[src/rtl/sync_event_arb_pkg.sv]
// Shared types and helpers for sync_event_arb: scheduler state encoding,
// channel-index width and the round-robin pick function.
package sync_event_arb_pkg;

    localparam int MAX_CH = 16;

    typedef enum logic [0:0] {
        ST_IDLE    = 1'b0,
        ST_PRESENT = 1'b1
    } sched_state_t;

    typedef struct packed {
        logic       found;
        logic [3:0] idx;
    } rr_pick_t;

    function automatic int ch_width(input int n);
        return (n > 1) ? $clog2(n) : 1;
    endfunction

    // First requesting channel at or after ptr, wrapping at n. Scanning from the
    // far end lets the closest candidate overwrite the result last.
    function automatic rr_pick_t rr_pick(input logic [MAX_CH-1:0] req,
                                         input logic [3:0]        ptr,
                                         input int                n);
        rr_pick_t   res;
        logic [4:0] cand;
        res = '0;
        for (int i = MAX_CH - 1; i >= 0; i--) begin
            cand = {1'b0, ptr} + 5'(i);
            if (cand >= 5'(n)) begin
                cand = cand - 5'(n);
            end
            if ((i < n) && req[cand[3:0]]) begin
                res.found = 1'b1;
                res.idx   = cand[3:0];
            end
        end
        return res;
    endfunction

endpackage

[src/rtl/clk_sync.sv]
// Multi-flop synchronizer for one asynchronous line. No reset: the chain only
// carries the pin value and flushes itself within STAGES cycles.
module clk_sync #(
    parameter int STAGES = 3
) (
    input  logic i_clk,
    input  logic i_d,
    output logic o_q
);

    logic [STAGES-1:0] sync_q;

    always_ff @(posedge i_clk) begin
        sync_q <= {sync_q[STAGES-2:0], i_d};
    end

    assign o_q = sync_q[STAGES-1];

endmodule

[src/rtl/sync_debounce.sv]
// One input channel: synchronizer, persistence counter and debounced level.
// o_event pulses combinationally in the cycle the new level is accepted.
module sync_debounce #(
    parameter int STAGES   = 3,
    parameter int DEBOUNCE = 16
) (
    input  logic i_clk,
    input  logic i_rst_n,
    input  logic i_raw,
    output logic o_level,
    output logic o_event,
    output logic o_edge
);

    localparam int              CNT_W    = $clog2(DEBOUNCE);
    localparam logic [CNT_W-1:0] CNT_LAST = CNT_W'(DEBOUNCE - 1);

    logic             synced;
    logic             level_q, level_d;
    logic [CNT_W-1:0] cnt_q, cnt_d;
    logic             differ;
    logic             accept;

    clk_sync #(.STAGES(STAGES)) u_sync (
        .i_clk (i_clk),
        .i_d   (i_raw),
        .o_q   (synced)
    );

    assign differ = (synced != level_q);
    assign accept = differ && (cnt_q == CNT_LAST);

    always_comb begin
        level_d = level_q;
        cnt_d   = '0;
        if (accept) begin
            level_d = synced;
        end else if (differ) begin
            cnt_d = cnt_q + CNT_W'(1);
        end
    end

    always_ff @(posedge i_clk or negedge i_rst_n) begin
        if (!i_rst_n) begin
            level_q <= 1'b0;
            cnt_q   <= '0;
        end else begin
            level_q <= level_d;
            cnt_q   <= cnt_d;
        end
    end

    assign o_level = level_q;
    assign o_event = accept;
    assign o_edge  = synced;

endmodule

[src/rtl/sync_event_arb.sv]
// Debounced multi-channel event front end with a round-robin valid/ready output.
// Define SYNC_EVENT_FALL_EN to report falling edges too; otherwise only presses.
module sync_event_arb
    import sync_event_arb_pkg::*;
#(
    parameter int N_CH     = 4,
    parameter int STAGES   = 3,
    parameter int DEBOUNCE = 16,
    localparam int CH_W    = ch_width(N_CH)
) (
    input  logic            i_clk,
    input  logic            i_rst_n,
    input  logic [N_CH-1:0] i_ext,
    output logic [N_CH-1:0] o_level,
    output logic            o_valid,
    input  logic            i_ready,
    output logic [CH_W-1:0] o_chan,
    output logic            o_edge,
    output logic [N_CH-1:0] o_overrun,
    input  logic            i_ovr_clr
);

`ifdef SYNC_EVENT_FALL_EN
    localparam bit FALL_EN = 1'b1;
`else
    localparam bit FALL_EN = 1'b0;
`endif

    logic [N_CH-1:0]   db_event, db_edge, raise, load_hit;
    logic [N_CH-1:0]   pend_q, pend_d, pend_edge_q, pend_edge_d, ovr_q, ovr_d;
    logic [MAX_CH-1:0] pend_edge_all;
    sched_state_t      state_q;
    logic [CH_W-1:0]   chan_q, rr_q, next_ptr, base_ptr;
    logic              edge_q;
    logic              xfer, load;
    rr_pick_t          pick;

    for (genvar gi = 0; gi < N_CH; gi++) begin : g_ch
        sync_debounce #(
            .STAGES   (STAGES),
            .DEBOUNCE (DEBOUNCE)
        ) u_db (
            .i_clk   (i_clk),
            .i_rst_n (i_rst_n),
            .i_raw   (i_ext[gi]),
            .o_level (o_level[gi]),
            .o_event (db_event[gi]),
            .o_edge  (db_edge[gi])
        );

        // A raise beats a same-cycle load; only a raise onto an unloaded pending slot overruns.
        assign raise[gi]       = db_event[gi] & (FALL_EN | db_edge[gi]);
        assign load_hit[gi]    = load && (pick.idx == 4'(gi));
        assign pend_d[gi]      = raise[gi] | (pend_q[gi] & ~load_hit[gi]);
        assign pend_edge_d[gi] = raise[gi] ? db_edge[gi] : pend_edge_q[gi];
        assign ovr_d[gi]       = (raise[gi] & pend_q[gi] & ~load_hit[gi]) | (ovr_q[gi] & ~i_ovr_clr);
    end

    assign next_ptr      = (chan_q == CH_W'(N_CH - 1)) ? '0 : chan_q + CH_W'(1);
    assign base_ptr      = (state_q == ST_PRESENT) ? next_ptr : rr_q;
    assign pick          = rr_pick(MAX_CH'(pend_q), 4'(base_ptr), N_CH);
    assign pend_edge_all = MAX_CH'(pend_edge_q);
    assign xfer          = (state_q == ST_PRESENT) && i_ready;
    assign load          = pick.found && ((state_q == ST_IDLE) || xfer);

    always_ff @(posedge i_clk or negedge i_rst_n) begin
        if (!i_rst_n) begin
            pend_q      <= '0;
            pend_edge_q <= '0;
            ovr_q       <= '0;
        end else begin
            pend_q      <= pend_d;
            pend_edge_q <= pend_edge_d;
            ovr_q       <= ovr_d;
        end
    end

    always_ff @(posedge i_clk or negedge i_rst_n) begin
        if (!i_rst_n) begin
            state_q <= ST_IDLE;
            chan_q  <= '0;
            edge_q  <= 1'b0;
            rr_q    <= '0;
        end else begin
            case (state_q)
                ST_IDLE: begin
                    if (load) begin
                        chan_q  <= CH_W'(pick.idx);
                        edge_q  <= pend_edge_all[pick.idx];
                        state_q <= ST_PRESENT;
                    end
                end
                ST_PRESENT: begin
                    if (i_ready) begin
                        rr_q <= next_ptr;
                        if (load) begin
                            chan_q <= CH_W'(pick.idx);
                            edge_q <= pend_edge_all[pick.idx];
                        end else begin
                            state_q <= ST_IDLE;
                        end
                    end
                end
                default: state_q <= ST_IDLE;
            endcase
        end
    end

    assign o_valid   = (state_q == ST_PRESENT);
    assign o_chan    = chan_q;
    assign o_edge    = FALL_EN ? edge_q : 1'b1;
    assign o_overrun = ovr_q;

endmodule

[config.mk]
export PLATFORM = sky130hd
export DESIGN_NAME = sync_event_arb
export DESIGN_NICKNAME = d
export VERILOG_FILES = /design/src/rtl/sync_event_arb_pkg.sv /design/src/rtl/clk_sync.sv /design/src/rtl/sync_debounce.sv /design/src/rtl/sync_event_arb.sv
export SDC_FILE = /design/constraint.sdc
export NUM_CORES = 1
export LEC_CHECK = 0
export CORE_UTILIZATION = 25
export CTS_CLUSTER_DIAMETER = 60
export DETAILED_ROUTE_END_ITERATION = 10
export PLACE_DENSITY_LB_ADDON = 0.08
export SETUP_SLACK_MARGIN = 0.4
export SLEW_MARGIN = 30
export SYNTH_ARGS = -nofsm -noshare
export SYNTH_HDL_FRONTEND = slang
export SYNTH_HIERARCHICAL = 1
export SYNTH_SLANG_ARGS = --single-unit
[constraint.sdc]
create_clock -name i_clk -period 10 [get_ports i_clk]
set_clock_uncertainty 0.1 [all_clocks]
set_input_delay 2 -clock i_clk [delete_from_list [all_inputs] [get_ports i_clk]]
set_output_delay 2 -clock i_clk [all_outputs]
set_load 0.005 [all_outputs]
-- Word-level counts from Yosys, hierarchy flattened
Cells that the tools add are included.
- flip-flop bits (word level): 45
- logic and storage cells: 129
- mux-type cells: 32
- magnitude comparators: 8
- equal/unequal tests: 13
- reductions and logical operators: 13
- bitwise gates (word level): 34
- add/sub/neg operators: 12
- operator list (kind ; count):
    $mux 4 ; 12
    $and 1x1->1 ; 20
    $lt 4x5->1 const B ; 4
    $mux 5 ; 4
    $add 4x1->4 const B ; 4
    $bmux 1 s4 ; 4
    $eq 4x4->1 const B ; 4
    $sub 3x3->4 const B ; 3
    $logic_and 1x1->1 ; 10
    $ge 3x3->1 const B ; 3
    $eq 4x2->1 const B ; 2
    $mux 2 ; 4
    $or 1x1->1 ; 8
    $add 2x2->3 const B ; 2
    $mux 1 ; 6
    $not 1->1 ; 6
    $eq 4x1->1 const B ; 1
    $logic_not 4->1 ; 1
    $ne 1x1->1 ; 4
    $pmux 2 s2 ; 1
    $sub 2x3->4 const B ; 1
    $add 2x1->3 const B ; 1
    $ge 2x3->1 const B ; 1
    $add 2x1->2 const B ; 1
    other kinds (5) ; 5

-- Depth between registers and ports, before layout
- depth after elaboration: 17
- gate-level depth with buffers: 12
- depth with buffers taken out: 12

-- Hierarchy
Netlist, hierarchy kept.
- by module, submodules not included (module ; cells each ; instances ; area an instance (um^2) ; sequential area each (um^2)):
    sync_event_arb ; 108 ; 1 ; 964.7 ; 325.3
    sync_debounce ; 19 ; 4 ; 237.7 ; 125.1
    clk_sync ; 3 ; 4 ; 60.1 ; 60.1

-- Worst setup path before layout
OpenSTA, ideal clock, no wires.
- kind: reg-to-reg
- start point: reg chan_q[0], in the netlist o_chan[0]
- end point: reg ovr_q[3], in the netlist o_overrun[3]
- clock period less this slack: 3260 ps
- arrival time: 3035 ps
- stages on the path, launching flop included: 11
- setup slack: 6740 ps
- setup time: 125 ps
- required time: 9775 ps
- cells stage by stage: dfrtp_1 ha_1 mux2i_2 ha_1 clkbuf_1 mux2i_1 a221o_1 o32a_1 or3_4 o21ai_2 o22ai_1
- longest elaborated chain between the ends: 17
- elaborated cells between the ends (all ways): 37
- ends and longest elaborated chain (what ; line ; text):
    from (decl) ; sync_event_arb.sv:33 ; logic [CH_W-1:0] chan_q, rr_q, next_ptr, base_ptr;
    from (signal assigned) ; sync_event_arb.sv:88 ; chan_q <= CH_W'(pick.idx);
    from (signal assigned) ; sync_event_arb.sv:97 ; chan_q <= CH_W'(pick.idx);
    $add 2x1->2 or $eq 2x2->1 (tied branches) ; sync_event_arb.sv:59 ; assign next_ptr = (chan_q == CH_W'(N_CH - 1)) ? '0 : chan_q + CH_W'(1);
    $mux 2 * ; sync_event_arb.sv:59 ;
    named net next_ptr[1] ; sync_event_arb.sv:33 ;
    $mux 2 * ; sync_event_arb.sv:60 ; assign base_ptr = (state_q == ST_PRESENT) ? next_ptr : rr_q;
    $add 2x2->3 ; sync_event_arb_pkg.sv:30 ; cand = {1'b0, ptr} + 5'(i);
    $sub 3x3->4 or $ge 3x3->1 (tied branches) ; sync_event_arb_pkg.sv:32, sync_event_arb_pkg.sv:31 ;
    $mux 4 ; sync_event_arb_pkg.sv:31 ; if (cand >= 5'(n)) begin
    $bmux 1 s4 ; sync_event_arb_pkg.sv:34 ; if ((i < n) && req[cand[3:0]]) begin
    $mux 1 (not written as such) ; sync_event_arb_pkg.sv:34 ;
    $mux 5 (3 in a row) ; sync_event_arb_pkg.sv:34 ;
    $mux 5 * ; sync_event_arb_pkg.sv:34 ;
    $eq 4x2->1 or $logic_and 1x1->1 (tied branches) ; sync_event_arb.sv:53, sync_event_arb.sv:64 ;
    $logic_and 1x1->1 * ; sync_event_arb.sv:53 ; assign load_hit[gi] = load && (pick.idx == 4'(gi));
    $not 1->1 * ; sync_event_arb.sv:56 ; assign ovr_d[gi] = (raise[gi] & pend_q[gi] & ~load_hit[gi]) | (ovr_q[gi] & ~i_ovr_clr);
    $and 1x1->1 * ; sync_event_arb.sv:56 ;
    $or 1x1->1 * ; sync_event_arb.sv:56 ;
    named net ovr_d[3] ; sync_event_arb.sv:30 ; logic [N_CH-1:0] pend_q, pend_d, pend_edge_q, pend_edge_d, ovr_q, ovr_d;
    to (signal assigned) ; sync_event_arb.sv:74 ; ovr_q <= ovr_d;
    to (decl) ; sync_event_arb.sv:30 ;
Mark *: on every way through the listed nets, which the timed path passes. The rest lies on a longest branch. The select of a mux whose other input is x is not followed.
A chain may end at the register's enable or synchronous reset.

-- Worst setup path in the final report
Same ends and word-level chain as after synthesis.

==> results.md <==
* Outcome: finished, final reports clean
* Worst-margin pin slew at 596 ps
* VDD IR max at 0.0759 mV
* R2R Setup Slk at 6530 ps
* DR vias at 1434
* Post-synth net total at 214
* Distinct cells, synth at 48
* Hold-fix buffers, CTS at 0
* Core ar. at 0.00830 mm²
* Crit Path Max Fanout at 10
* Synthesized area at 0.00216 mm²
* IO Port Bufs at 18
* DP HPWL at 2.90 mm
* First-pass GRT wire length at 6.76 mm
* CP startpoint: o_chan[0]$_DFFE_PN0P_
* Die Y at 94.9 µm
* Mapped Cells at 196
* Clk_lat worst skew at 290 ps
* Ant diodes at 0
* GRT overflow at 0
* Post-synth ARST share at 73.3%
* R2r startpoint: o_chan[0]$_DFFE_PN0P_
* Setup_tns at 0 ps
* Pins Over Slew Limit at 0
* Synth area leaders: dfrtp_1 (38%), dfxtp_1 (11%), ha_1 (5.8%)
* Largest net degree at the start of global routing at 34
* Gr usage total at 9.73%
* Setup crit end kind: register
* Clock Path Buffers at 2
* Vias in the first global route at 1432
* Max Cap Violations at 0
* Final hold vios at 0
* Clock Root Buffer: clkbuf_8
* Commonest cells post-synth: dfrtp_1 (33), nor2_1 (27), nand2_1 (13)
* Clk pin slew, worst setup/hold paths at 80 ps
* H-tree levels at 2
* Fill cell count at 851
* Die area at 0.00900 mm²
* Period utilization at 34.7%
* Routability Congestion at 0.757
* Post-CTS setup buffer count at 0
* Crit path time final at 3470 ps
* Kind of critical path: register to register
* Final net count at 238
* Drt via density at 4.40
* Post-cts sizing count at 0
* WL/cell at 12.0 µm
* Share of the synthesized area in the top cell type at 38.3%
* Power per cell area at 245 mW/mm²
* Hold Crit Depth at 0
* Slew margin rel. at 59.5%
* Antenna viol nets, final at 0
* Die width at 94.9 µm
* Seq cells post-synth at 45
* Average cell area after synthesis at 11.0 µm²
* Arr. time, crit path at 3540 ps
* Critical Path Source Type: register
* Layout area overhead at 18.1%
* Required time of the critical path at 10070 ps
* Hold Path Class: register to register
* Top-count cell post-synth: dfrtp_1
* RSZ-0062 raised after global routing: no
* Ys Warns at 6
* Worst r2r path cells at 9
* F_max at 288 MHz
* Initial DRT Pass Iterations at 4
* CTS tree: yes
* Inst Count DP at 318
* Routed wire length at 3.90 mm
* Hold_sp: g_ch[0].u_db/u_sync/sync_q[0]$_DFF_P_
* Initial antenna violation count at 0
* Num rows at 33
* IO Pins at 20
* Worst hold slack at 230 ps
* CTS buffer count at 5
* Initial DRC count at 36
* Initial core utilization at 26.0%
* Top FF cell, synth: dfrtp_1
* Clk sinks at 45
* Pleak at 1.13 nW
* Synth area leader: dfrtp_1
* Final setup fails at 0
* DRC viols at 0
* Post-route insts no fill at 326
* Share of layout cells above drive strength 1 at 13.6%
* Post-synth EDFFs at 0
* Seq/Total Area, Yosys at 49.4%
* Layout Utilization at 30.7%
-- flip-flops by register name, summed over array words and instances (netlist names) --
signal / flops
g_ch.u_db/cnt_q: 16
g_ch.u_db/u_sync/sync_q: 12
g_ch.u_db/o_level: 4
o_overrun: 4
pend_q: 4
o_chan: 2
rr_q: 2
o_valid: 1
-- power breakdown --
part	switching (W)	internal, W	total [W]
Sequential	0.0000247	0.000202	0.000227
Combinational	0.000163	0.000129	0.000292
Clock	0.0000570	0.0000484	0.000105
-- cells by family after synthesis --
| logic type | share of synthesized area (%) |
|---|---|
| and+or+nand+nor | 20.0 |
| DFF | 49.4 |
| AOI/OAI and AO/OA | 10.4 |
| buffers and inverters | 2.61 |
| xor gates and xnor gates | 4.88 |
| muxes | 6.73 |
| adders and majority gates | 5.80 |
| other | 0.174 |
-- layer usage --
layer | track usage [%] | share of wire [%]
met1 | 12.3 | 47
met2 | 15.2 | 48
met3 | 2.90 | 4.0
met4 | 4.29 | 1.8
met5 | 0 | 0
-- critical path: stages, from the launching register on --
cell	delay [ps]
dfrtp_1	470
ha_1	350
mux2i_2	500
ha_1	430
mux2i_1	160
a221o_1	390
o32a_1	360
or3_4	360
o21ai_2	160
o22ai_1	80
-- final timing paths --
kind / to
max: o_overrun[3]$_DFF_PN0_
min: g_ch[0].u_db/u_sync/sync_q[1]$_DFF_P_
max reg2reg: o_overrun[3]$_DFF_PN0_
min reg2reg: g_ch[0].u_db/u_sync/sync_q[1]$_DFF_P_
max in group asynchronous: g_ch[0].u_db/cnt_q[3]$_DFF_PN0_
min in group asynchronous: rr_q[0]$_DFFE_PN0P_
-- placed cells by master, fill, tap and decap left out, types with 2 or more instances in the layout --
cell / count
o21ai_2: 2
a22o_1: 2
clkinv_2: 2
nand2_1: 13
nand2b_4: 4
nor2_1: 27
o31ai_1: 2
ha_1: 10
clkbuf_8: 5
a21oi_1: 2
dfrtp_1: 33
dfxtp_1: 12
nand3_1: 6
clkdlybuf4s50_1: 18
mux2_4: 4
nor2b_1: 4
xor2_1: 4
nand3_4: 4
xnor2_1: 8
inv_1: 11
and3_1: 2
nand4_1: 2
mux2i_1: 6
o22ai_1: 4
o21ai_1: 6
o21ai_0: 3
-- area by class of cell --
class,instances,area [µm²],area share [%]
inverters,12,45.0,1.77
flip-flops and latches,45,1070,41.9
well taps,105,131,5.16
clock inverters,2,10.0,0.393
repair buffers,19,188,7.37
clock buffers,6,72.6,2.85
multi-input cells,137,1030,40.6
-- metrics by stage --
| step | total power, W | area (µm²) | worst slack [ps] |
|---|---|---|---|
| 2_1_floorplan | 0.000452 | 2160 | 6740 |
| 5_1_grt | 0.000680 | 2550 | 6340 |
| 3_3_place_gp | 0.000535 | 2460 | 6400 |
| 3_5_place_dp | 0.000527 | 2460 | 6390 |
| 4_1_cts | 0.000639 | 2550 | 6500 |
| 6_report | 0.000624 | 2550 | 6530 |
Power figures use the tool's default switching activity.
==> variant 1 (same flow settings) <==
Set the localparam `FALL_EN` to 1'b1 (it was 1'b0).
--- a/src/rtl/sync_event_arb.sv
+++ b/src/rtl/sync_event_arb.sv
@@ -23,7 +23,7 @@
 `ifdef SYNC_EVENT_FALL_EN
     localparam bit FALL_EN = 1'b1;
 `else
-    localparam bit FALL_EN = 1'b0;
+    localparam bit FALL_EN = 1'b1;
 `endif
 
     logic [N_CH-1:0]   db_event, db_edge, raise, load_hit;
Formal check against the unedited RTL: not equivalent (Yosys sat finds a counterexample within 4 cycles, from zero or initial values and one cycle with i_rst_n low).
==> variant 1 against the unedited design <==
Total power decreased by 0.96%. Area after synthesis increased by 8.1%. Critical path depth increased by 2. Setup slack got worse by 0.049 ns. Clock power increased by 14%. Critical path type unchanged. Highest routed layer unchanged. Routed wire length increased by 14%. Sequential cell count increased by 5. Utilization increased by 0.13 points. Cell area increased by 7.6%.
==> variant 1: results (changes against the unedited design) <==
yosys:
  synth_compound_area_frac: 0.119  # +0.0148
  synthTopCellsByArea: "dfrtp_1, dfxtp_1, ha_1"
  synthAdderAreaFrac: 0.0537  # -0.00433
  synth_xor_area_frac: 0.0451  # -0.00364
  ys_types: 46  # -4.2%
  syn_nets: 219  # +2.3%
  yosys-top-cells-count: "dfrtp_1, nor2_1, dfxtp_1"
  synth-async-reset-ratio: 0.760  # +0.0267
  synth-seq-area-share: 0.511  # +0.0168
  synthMuxAreaShare: 0.0720  # +0.00464
  postSynthCellCount: 201  # +2.6%
place:
  dp_slack_ns: 6.35  # -0.0451 ns
  port-buffer-count: 19  # +1
  place_area_sq_um: 2650  # +7.5%
  gp_congestion: 0.758  # +0.11%
  hpwl_um: 3190  # +9.9%
  dp.cells: 327  # +2.8%
route:
  avgViaCountPerCell: 4.44  # +0.91%
  drt_iter0_markers: 39  # +8.3%
  first_pass_iters: 6  # +2
  routed_wl_um: 4440  # +14%
outcome:
  status: "finished clean"
setup_path:
  max_stage_delay_ns: 0.61  # +0.11 ns
  ff2ff_path_depth: 11  # +2
  path_class: "flop to flop"
  slowest_stage: "mux2i_1"
  timing.rr.end: "pend_q[1]$_DFF_PN0_"
  r2r-start: "o_chan[0]$_DFFE_PN0P_"
  crit_fanout: 7  # -3
  reg2reg_slack_ns: 6.48  # -0.05 ns
  arrival_ns: 3.61  # +0.07 ns
grt:
  grt_pass1_vias: 1599  # +12%
  gr-usage-all-layers: 0.101  # +0.00415
  grt_max_degree: 39  # +15%
  grt_pass1_wl_um: 7700  # +14%
power:
  leakage_nw: 1.22  # +7.3%
  combPwrFrac: 0.413  # -0.055
  ir_drop_uv: 62.9  # -17%
  switching_share: 0.397  # +0.00530
  pg_comb_mw: 0.255  # -13%
  seq_cell_power_mw: 0.243  # +7%
sta:
  timing.fmax_ghz: 0.284  # -1.4%
  max_slew.worst_pin.slew_ns: 0.752  # +0.156 ns
clock_network:
  cts_resized: 0  # unchanged
  path_clk_slew_ns: 0.10  # +0.02 ns
  cts-root-buf: "clkbuf_8"
  h-tree-depth: 2  # unchanged
  post_cts_buffers: 0  # unchanged
min_path:
  holdPathStages: 0  # unchanged
  min_to: "g_ch[1].u_db/u_sync/sync_q[2]$_DFF_P_"
  hp-start: "g_ch[1].u_db/u_sync/sync_q[1]$_DFF_P_"
layout:
  layout.nets: 244  # +2.5%
  largestRegisters: "g_ch.u_db/cnt_q: 16 flops, g_ch.u_db/u_sync/sync_q: 12 flops"
  final_cells: 335  # +2.8%
  diodes: 0  # unchanged
  drive_gt1_frac: 0.159  # +0.0228
job:
  maxCapViolations: 0  # unchanged
-- variant 1: cell types whose count changed after synthesis, moves of 3 or more --
cell / unedited run / this run
dfrtp_1: 33 / 38
inv_1: 11 / 8
mux2_2: 1 / 6
nor2_1: 27 / 22
a21oi_1: 2 / 6
o21ai_1: 6 / 3
o211ai_1: 0 / 3
-- variant 1: area by class of cell --
cell class | instances | area (sq um)
fillers | 909 | 6150
inverters | 10 | 37.5
flip-flops and latches | 50 | 1190
clock inverters | 3 | 21.3
repair buffers | 19 | 188
well taps | 108 | 135
clock buffers | 5 | 68.8
multi-input cells | 140 | 1100
-- variant 1: stage by stage --
step,hold WS (ns),util
5_1_grt,0.249,0.308
6_report,0.232,0.308
4_1_cts,0.238,0.308
3_5_place_dp,0.214,0.298
3_3_place_gp,0.210,0.298
2_1_floorplan,0.210,-
-- variant 1: metal layers --
layer  GRT usage  wire (um)
met1       0.132       2130
met2       0.159       2080
met3      0.0277        174
met4      0.0413         53
met5           0          0
==> variant 2 (same settings) <==
Made on the original files. Reset style: synchronous (`i_rst_n`), changed in 3 clocked blocks. Comments in the files are not updated.
--- a/src/rtl/sync_debounce.sv
+++ b/src/rtl/sync_debounce.sv
@@ -40,7 +40,7 @@
         end
     end
 
-    always_ff @(posedge i_clk or negedge i_rst_n) begin
+    always_ff @(posedge i_clk) begin
         if (!i_rst_n) begin
             level_q <= 1'b0;
             cnt_q   <= '0;
--- a/src/rtl/sync_event_arb.sv
+++ b/src/rtl/sync_event_arb.sv
@@ -63,7 +63,7 @@
     assign xfer          = (state_q == ST_PRESENT) && i_ready;
     assign load          = pick.found && ((state_q == ST_IDLE) || xfer);
 
-    always_ff @(posedge i_clk or negedge i_rst_n) begin
+    always_ff @(posedge i_clk) begin
         if (!i_rst_n) begin
             pend_q      <= '0;
             pend_edge_q <= '0;
@@ -75,7 +75,7 @@
         end
     end
 
-    always_ff @(posedge i_clk or negedge i_rst_n) begin
+    always_ff @(posedge i_clk) begin
         if (!i_rst_n) begin
             state_q <= ST_IDLE;
             chan_q  <= '0;
Function: no difference found for any inputs over 10 cycles, from zero or initial values and one cycle with i_rst_n low; that may be too few to reach the edited logic, so the function may still have changed.
==> variant 2 against the unedited design <==
Routed wire length shrank 4.1%. Cell area decreased by 8.1%. Non-clock buffer count shrank 1. Area after synthesis decreased by 8.9%. Worst hold slack improved by 0.00071 ns. Count of clock-buffer cells in the layout stayed put. Setup slack gained 0.0031 ns. Sequential cell count unchanged. Global-route usage grew 0.18 points. Synthesized cell count down 3.6%.
Power is not compared: it rests on default switching activity, and its combinational part moved more than twofold at a synthesized area within 25%.
==> variant 2: results (changes against the unedited design) <==
outcome:
  status: "finished clean"
yosys:
  synth-async-reset-ratio: 0  # -0.733
  syn_nets: 207  # -3.3%
  synthTopCellsByArea: "dfxtp_1, ha_1, xor2_1"
  synth-seq-area-share: 0.459  # -0.0359
  synth-main-ff-cell: "dfxtp_1"
  yosys-top-cells-count: "dfxtp_1, nor2_1, nand3_1"
  ys_types: 46  # -4.2%
min_path:
  min_to: "g_ch[0].u_db/u_sync/sync_q[2]$_DFF_P_"
  hp-start: "g_ch[0].u_db/u_sync/sync_q[1]$_DFF_P_"
grt:
  grt_pass1_wl_um: 6450  # -4.5%
  grt_max_degree: 28  # -18%
setup_path:
  r2r-start: "o_chan[0]$_SDFFE_PN0P_"
  reg2reg_slack_ns: 6.54  # about the same
  timing.rr.end: "pend_q[2]$_SDFF_PN0_"
  crit_path_start: "o_chan[0]$_SDFFE_PN0P_"
  path_delay_family: "simple AND/OR/NAND/NOR gates"
  arrival_ns: 3.55  # about the same
  ff2ff_path_depth: 11  # +2
sta:
  whs_ns: 0.231  # +0.000707 ns
  max_slew.worst_pin.slew_ns: 0.850  # +0.254 ns
route:
  vias: 1369  # -4.5%
  avgViaCountPerCell: 4.39  # -0.25%
  wl_per_cell_um: 12.0  # +0.20%
place:
  gp_congestion: 0.704  # -7.0%
  dp_slack_ns: 6.22  # -0.174 ns
  place_area_sq_um: 2260  # -8.4%
layout:
  drive_gt1_frac: 0.117  # -0.0184
  layout.nets: 230  # -3.4%
## variant 2: cell types whose count changed after synthesis, moves of 7 or more
cell     before  now
xor2_1        4   12
nor2_1       27   15
xnor2_1       8    0
dfrtp_1      33    0
nor2b_1       4   11
dfxtp_1      12   45
nand3_1       6   14
## variant 2: logic make-up after synthesis
| logic type | synth area share |
|---|---|
| AND/OR/NAND/NOR | 0.194 |
| flip-flops | 0.459 |
| AO/OA/AOI/OAI | 0.131 |
| XOR/XNOR | 0.0535 |
| multiplexers | 0.0752 |
| adder cells (fa/ha/maj) | 0.0637 |
| buffers and inverters | 0.0217 |
| other | 0.00191 |
## variant 2: power by group through the flow
stage	sequential [mW]	clock, mW	combinational (mW)
floorplan	0.189	0	0.00506
global placement	0.190	0	0.00924
detailed placement	0.190	0	0.00975
CTS	0.186	0.112	0.00985
global route	0.186	0.120	0.0111
finish	0.186	0.105	0.00955
## variant 2: routing by layer
layer  track usage  part of all wire  routed length, um
met1         0.110              0.46               1720
met2         0.176              0.50               1870
met3        0.0253             0.022                 83
met4        0.0444             0.019                 70
met5             0                 0                  0
## variant 2: how the worst max path moves through the flow
stage,endpoint,slack [ns],depth (start not counted)
CTS,pend_q[2]$_SDFF_PN0_,6.52,11
floorplan,pend_q[2]$_SDFF_PN0_,6.92,11
global placement,o_overrun[2]$_SDFF_PN0_,6.23,3
global route,pend_q[2]$_SDFF_PN0_,6.24,11
detailed placement,o_overrun[2]$_SDFF_PN0_,6.22,3
finish,pend_q[2]$_SDFF_PN0_,6.54,11
## variant 2: layout make-up
type / instances / area [sq um]
Clock buffer: 6 / 72.6
Clock inverter: 2 / 10.0
Fill cell: 764 / 5070
Inverter: 7 / 31.3
Multi-Input combinational cell: 135 / 1020
Sequential cell: 45 / 901
Tap cell: 99 / 124
Timing Repair Buffer: 18 / 180
